File: config.mk
export PLATFORM = sky130hd
export DESIGN_NAME = keypad_scanner
export DESIGN_NICKNAME = d
export VERILOG_FILES = /design/src/rtl/keypad_scanner.sv
export SDC_FILE = /design/constraint.sdc
export NUM_CORES = 1
export LEC_CHECK = 0
export CAP_MARGIN = 20
export CORE_ASPECT_RATIO = 1.2
export CORE_UTILIZATION = 51
export DETAILED_ROUTE_END_ITERATION = 7
export HOLD_SLACK_MARGIN = 0.05
export PLACE_DENSITY = 0.75
export SYNTH_ARGS = -nofsm -noshare
export SYNTH_HDL_FRONTEND = slang
export SYNTH_SLANG_ARGS = --single-unit
File: constraint.sdc
create_clock -name clk -period 1.94 [get_ports clk]
set_input_delay 0.388 -clock clk [delete_from_list [all_inputs] [get_ports clk]]
set_output_delay 0.388 -clock clk [all_outputs]
set_load 0.02 [all_outputs]
File: src/rtl/keypad_scanner.sv
// 4x4 keypad scanner: walks a single active-low row, samples the columns on a
// divided tick, and debounces both press and release of one key at a time.
//
// state         | meaning
// ST_SCAN       | advance row on each all-high tick, wait for any low column
// ST_PRESS_DB   | (row,col) latched, counting consecutive low samples of col
// ST_HELD       | key accepted, row frozen, other keys ignored
// ST_RELEASE_DB | counting consecutive all-high samples before rescanning
module keypad_scanner #(
   parameter int SCAN_DIV = 1000,
   parameter int DEBOUNCE = 8
) (
   input  logic       clk,
   input  logic       reset,
   input  logic [3:0] col_n,
   output logic [3:0] row_n,
   output logic [3:0] key,
   output logic       key_valid,
   output logic       key_down
);
   localparam int DIV_W = (SCAN_DIV > 1) ? $clog2(SCAN_DIV) : 1;
   localparam int CNT_W = $clog2(DEBOUNCE + 1);
   localparam logic [DIV_W-1:0] DIV_LAST = DIV_W'(SCAN_DIV - 1);
   localparam logic [CNT_W-1:0] CNT_DONE = CNT_W'(DEBOUNCE);

   typedef enum logic [1:0] {
      ST_SCAN       = 2'd0,
      ST_PRESS_DB   = 2'd1,
      ST_HELD       = 2'd2,
      ST_RELEASE_DB = 2'd3
   } state_t;

   state_t           state, state_nxt;
   logic [3:0]       col_s1, col_s2;
   logic [DIV_W-1:0] div;
   logic [CNT_W-1:0] cnt;
   logic [1:0]       row, col_sel, col_low_idx;
   logic             tick, all_high, sel_low, cnt_done;
   logic             accept, row_adv, cnt_inc;
   logic [3:0]       key_code;

   // col_n is asynchronous to clk; idle value of the synchronizer is "no key".
   always_ff @(posedge clk or negedge reset) begin
      if (!reset) begin
         col_s1 <= 4'hF;
         col_s2 <= 4'hF;
      end else begin
         col_s1 <= col_n;
         col_s2 <= col_s1;
      end
   end

   assign tick     = (div == DIV_LAST);
   assign all_high = (col_s2 == 4'hF);
   assign sel_low  = ~col_s2[col_sel];
   assign cnt_done = (cnt == CNT_DONE);

   always_comb begin
      col_low_idx = 2'd0;
      for (int i = 3; i >= 0; i--) begin
         if (!col_s2[i]) col_low_idx = 2'(i);
      end
   end

   always_comb begin
      case ({row, col_sel})
         4'h0:    key_code = 4'h1;
         4'h1:    key_code = 4'h2;
         4'h2:    key_code = 4'h3;
         4'h3:    key_code = 4'hA;
         4'h4:    key_code = 4'h4;
         4'h5:    key_code = 4'h5;
         4'h6:    key_code = 4'h6;
         4'h7:    key_code = 4'hB;
         4'h8:    key_code = 4'h7;
         4'h9:    key_code = 4'h8;
         4'hA:    key_code = 4'h9;
         4'hB:    key_code = 4'hC;
         4'hC:    key_code = 4'hE;
         4'hD:    key_code = 4'h0;
         4'hE:    key_code = 4'hF;
         default: key_code = 4'hD;
      endcase
   end

   always_ff @(posedge clk or negedge reset) begin
      if (!reset) state <= ST_SCAN;
      else        state <= state_nxt;
   end

   always_comb begin
      state_nxt = state;
      case (state)
         ST_SCAN: begin
            if (tick && !all_high) state_nxt = ST_PRESS_DB;
         end
         ST_PRESS_DB: begin
            if (cnt_done)                 state_nxt = ST_HELD;
            else if (tick && !sel_low)    state_nxt = ST_SCAN;
         end
         ST_HELD: begin
            if (tick && all_high) state_nxt = ST_RELEASE_DB;
         end
         ST_RELEASE_DB: begin
            if (cnt_done)                 state_nxt = ST_SCAN;
            else if (tick && !all_high)   state_nxt = ST_HELD;
         end
         default: state_nxt = ST_SCAN;
      endcase
   end

   always_comb begin
      row_n    = ~(4'b0001 << row);
      key_down = (state == ST_HELD) || (state == ST_RELEASE_DB);
      accept   = (state == ST_PRESS_DB) && cnt_done;
      row_adv  = ((state == ST_SCAN) && tick && all_high) ||
                 ((state != ST_SCAN) && (state_nxt == ST_SCAN));
      cnt_inc  = tick && (((state == ST_PRESS_DB) && sel_low) ||
                          ((state == ST_RELEASE_DB) && all_high));
   end

   // The sample that causes a debounce state entry already counts as the first.
   always_ff @(posedge clk or negedge reset) begin
      if (!reset) begin
         div       <= '0;
         row       <= 2'd0;
         col_sel   <= 2'd0;
         cnt       <= '0;
         key       <= 4'h0;
         key_valid <= 1'b0;
      end else begin
         key_valid <= accept;
         if (accept) key <= key_code;
         if (tick || row_adv) div <= '0;
         else                 div <= div + 1'b1;
         if (row_adv) row <= row + 2'd1;
         if ((state == ST_SCAN) && (state_nxt == ST_PRESS_DB)) col_sel <= col_low_idx;
         if (state_nxt != state)
            cnt <= ((state_nxt == ST_PRESS_DB) || (state_nxt == ST_RELEASE_DB)) ? CNT_W'(1) : '0;
         else if (cnt_inc && !cnt_done)
            cnt <= cnt + 1'b1;
      end
   end

endmodule

==> run_results.csv <==
group,metric,value,unit
outcome,outcome,"finished, final reports clean",
clock_tree,clk_latency,0.29,ns
sta,final-setup-viol-count,0,
sta,finalClockSkew,0.00982,ns
routing,firstDrtPassIters,4,
clock_tree,clock-sinks,33,
setup_path,cp-start-kind,"flip-flop",
finish,antenna_cells,0,
setup_path,path_class,"reg2out",
finish,mostFrequentLayoutCell,"dfrtp_1",
setup_path,r2r_end,"row[1]$_DFFE_PN0P_",
setup_path,crit_path_max_incr_delay,0.67,ns
logic_synthesis,ys_warn_count,0,
placement,place_congestion,0.913,
routing,drtIter0Drc,32,
routing,wl_per_cell,14.6,um
logic_synthesis,synth_edf_count,0,
power,cellLeakagePower,0.000995,uW
global_routing,grt_pass1_vias,1438,
placement,place_hpwl,2520,um
clock_tree,cts_tree,"built",
hold_path,holdPathEnd,"col_s2[0]$_DFF_PN1_",
sta,min_period,1.90,ns
logic_synthesis,syn_area_per_cell,10.4,um2
setup_path,reg2reg_depth,6,
die,die_w,56.0,um
global_routing,grt.total_usage,21.9,%
routing,highest_layer,"met4",
power,p_comb_share,2.7,%
routing,antenna_left,0,
logic_synthesis,ys_ff_latch,33,
sta,worst_slew_margin_rel,71.4,%
sta,slew_viol_final,0,
sta,hold_viol,0,
die,start_util,53.4,%
setup_path,crit_buf_inv,1,
power,seq_power_share,50.5,%
setup_path,endpoint_kind,"primary output",
routing,drcViolationCount,0,
logic_synthesis,ys_async_sr_fraction,100,%
die,fp.dieArea,3740,um2
sta,rsz0062_at_grt,"true",
placement,placed_area,2060,um2
hold_path,min_path_type,"reg2reg",
global_routing,overflow,0,
logic_synthesis,syn_nets,190,
clock_tree,postCtsHoldBufs,0,
setup_path,cpMaxStageDelayCell,"clkdlybuf4s50_1",
sta,tightestPinTransition,0.427,ns
setup_path,required,1.55,ns
die,core.rowCount,23,
die,die_h,66.8,um
clock_tree,path_clk_slew,0.07,ns
hold_path,hp-start,"col_s1[0]$_DFF_PN1_",
routing,met3_wirelength,104,um
clock_tree,ctsHtreeMaxLevel,2,
logic_synthesis,ys.flop_type,"dfrtp_1",
power,vdd_drop_max,746,uV
run,maxCapViolations,0,
setup_path,crit_path_cell_trace,"clkdlybuf4s50_1",
finish,finish.utilization,65.9,%
setup_path,r2r-start,"div[1]$_DFF_PN0_",
routing,dr_wl_met2,1940,um
global_routing,grt_pass1_wl,6180,um
finish,drive_gt1_share,21.0,%
placement,dp.cells,232,
logic_synthesis,ys_seq_area_share,46.8,%
logic_synthesis,netlist_area,1780,um2
power,clock_power_share,46.7,%
die,boundaryPins,16,
setup_path,crit_arrival,1.51,ns
finish,layout_common_cells,"dfrtp_1 (24), nor2_1 (18), buf_4 (16)",
routing,m1WireLength,1440,um
finish,syn2layout_area_growth,23.3,%
finish,stdcell_count,242,
hold_path,hold_depth,0,
routing,drt_wl_total,3540,um
global_routing,grt_antenna_before_repair,0,
clock_tree,clockBufferDepth,2,
finish,fillCellCount,243,
setup_path,ff2ff_setup_slack,0.05,ns
routing,vias,1353,
logic_synthesis,synth_cells,172,
die,core-area,3340,um2
clock_tree,root_buffer,"clkbuf_8",
sta,fin_crit_sh,98.0,%
power,swShare,21.3,%
power,power_switching,299,uW
logic_synthesis,synth_cell_type_count,38,
setup_path,crit_path_max_fanout,11,
placement,portBuffers,15,
global_routing,grt_max_degree,34,
setup_path,path_delay_family,"buffers and inverters",
power,power_density,637,nW/um2
routing,viasPerCell,5.59,
finish,nets,222,
finish,stdcell_area,2200,um2
power,internal-power,1100,uW
power,total_power,1400,uW
clock_tree,cts_inserted_buffers,5,
sta,fmax,526,MHz
timing repair:
action | in CTS | in global routing
gates resized for setup | 5 | 2
endpoints found under the hold margin | 0 | 0
endpoints found under the setup margin | 5 | 4
setup buffers | 2 | 0
gates cloned | 0 | 0
pin swaps | 1 | 1
cells by family after synthesis:
kind of cell | share of synthesized area, %
adders and majority gates | 8.41
AOI/OAI and AO/OA | 10.6
xor gates and xnor gates | 6.38
buffers and inverters | 4.07
DFF | 46.8
and+or+nand+nor | 17.8
muxes | 5.89
sequential cells by signal, summed over array words and instances (netlist names):
| register | flops |
|---|---|
| key | 4 |
| col_sel | 2 |
| cnt | 4 |
| key_valid | 1 |
| div | 10 |
| col_s2 | 4 |
| col_s1 | 4 |
| row | 2 |
| state | 2 |
worst max-delay path by stage:
| stage | start | end | slack (ns) | cells past startpoint |
|---|---|---|---|---|
| final | state[1]$_DFF_PN0_ | key_down | 0.04 | 1 |
| after CTS | div[1]$_DFF_PN0_ | row[1]$_DFFE_PN0P_ | 0.003 | 6 |
| after global placement | div[1]$_DFF_PN0_ | row[1]$_DFFE_PN0P_ | 0.08 | 6 |
| after floorplan | div[0]$_DFF_PN0_ | row[1]$_DFFE_PN0P_ | 0.001 | 6 |
| after detailed placement | div[1]$_DFF_PN0_ | row[1]$_DFFE_PN0P_ | -0.01 | 6 |
| after global routing | div[1]$_DFF_PN0_ | row[1]$_DFFE_PN0P_ | -0.004 | 6 |
per-stage QoR:
stage	setup WS [ns]	hold WS [ns]	setup TNS, ns
2_1_floorplan	0.00146	0.0924	0
5_1_grt	-0.00446	0.360	-0.00446
6_report	0.0385	0.357	0
3_5_place_dp	-0.0141	0.347	-0.0141
3_3_place_gp	0.0793	0.346	0
4_1_cts	0.00338	0.358	0
cell type report:
class	instances	area (um2)	share of cell area, %
tap	37	46.3	2.10
sequential	33	837	38.1
multi-input combinational	120	887	40.3
inverter	13	48.8	2.22
clock inverter	3	46.3	2.10
clock buffer	5	68.8	3.13
timing repair buffer	31	265	12.1
worst reg2reg max path, stage by stage (launching register included):
cell,delay [ns]
dfrtp_1,0.36
ha_2,0.19
and4_4,0.23
nand4_4,0.09
or3_1,0.38
a32oi_2,0.22
mux2_4,0.32
cell usage after synthesis, drive strengths merged (2+ instances only):
cell type	n	area, um2
nor2	18	67.6
and2	3	18.8
nor3	3	15.0
a211oi	4	30.0
ha	12	150
nand4	3	33.8
dfstp	8	210
a2111oi	2	23.8
xnor2	10	87.6
nand3	6	30.0
mux2	2	22.5
inv	13	48.8
a21oi	11	55.1
a22o	2	17.5
xor2	3	26.3
mux2i	6	60.1
nor2b	2	12.5
o21ai	3	15.0
and3b	2	17.5
dfrtp	25	626
and3	5	31.3
and4	2	20.0
clkbuf	5	18.8
nand2	12	45.0
power groups by stage:
stage	sequential [uW]	clock (uW)	combinational [uW]
final	708	655	38.4
after global routing	709	700	44.3
after CTS	708	667	39.8
after detailed placement	721	0	39.8
after floorplan	720	0	10.6
after global placement	720	0	37.8
routing by layer:
layer,global-route usage [%],vias to the layer above
li1,-,658
met1,22.3,663
met2,41.5,26
met3,5.83,6
met4,10.1,0
met5,0,-
(Power assumes the default switching activity.)
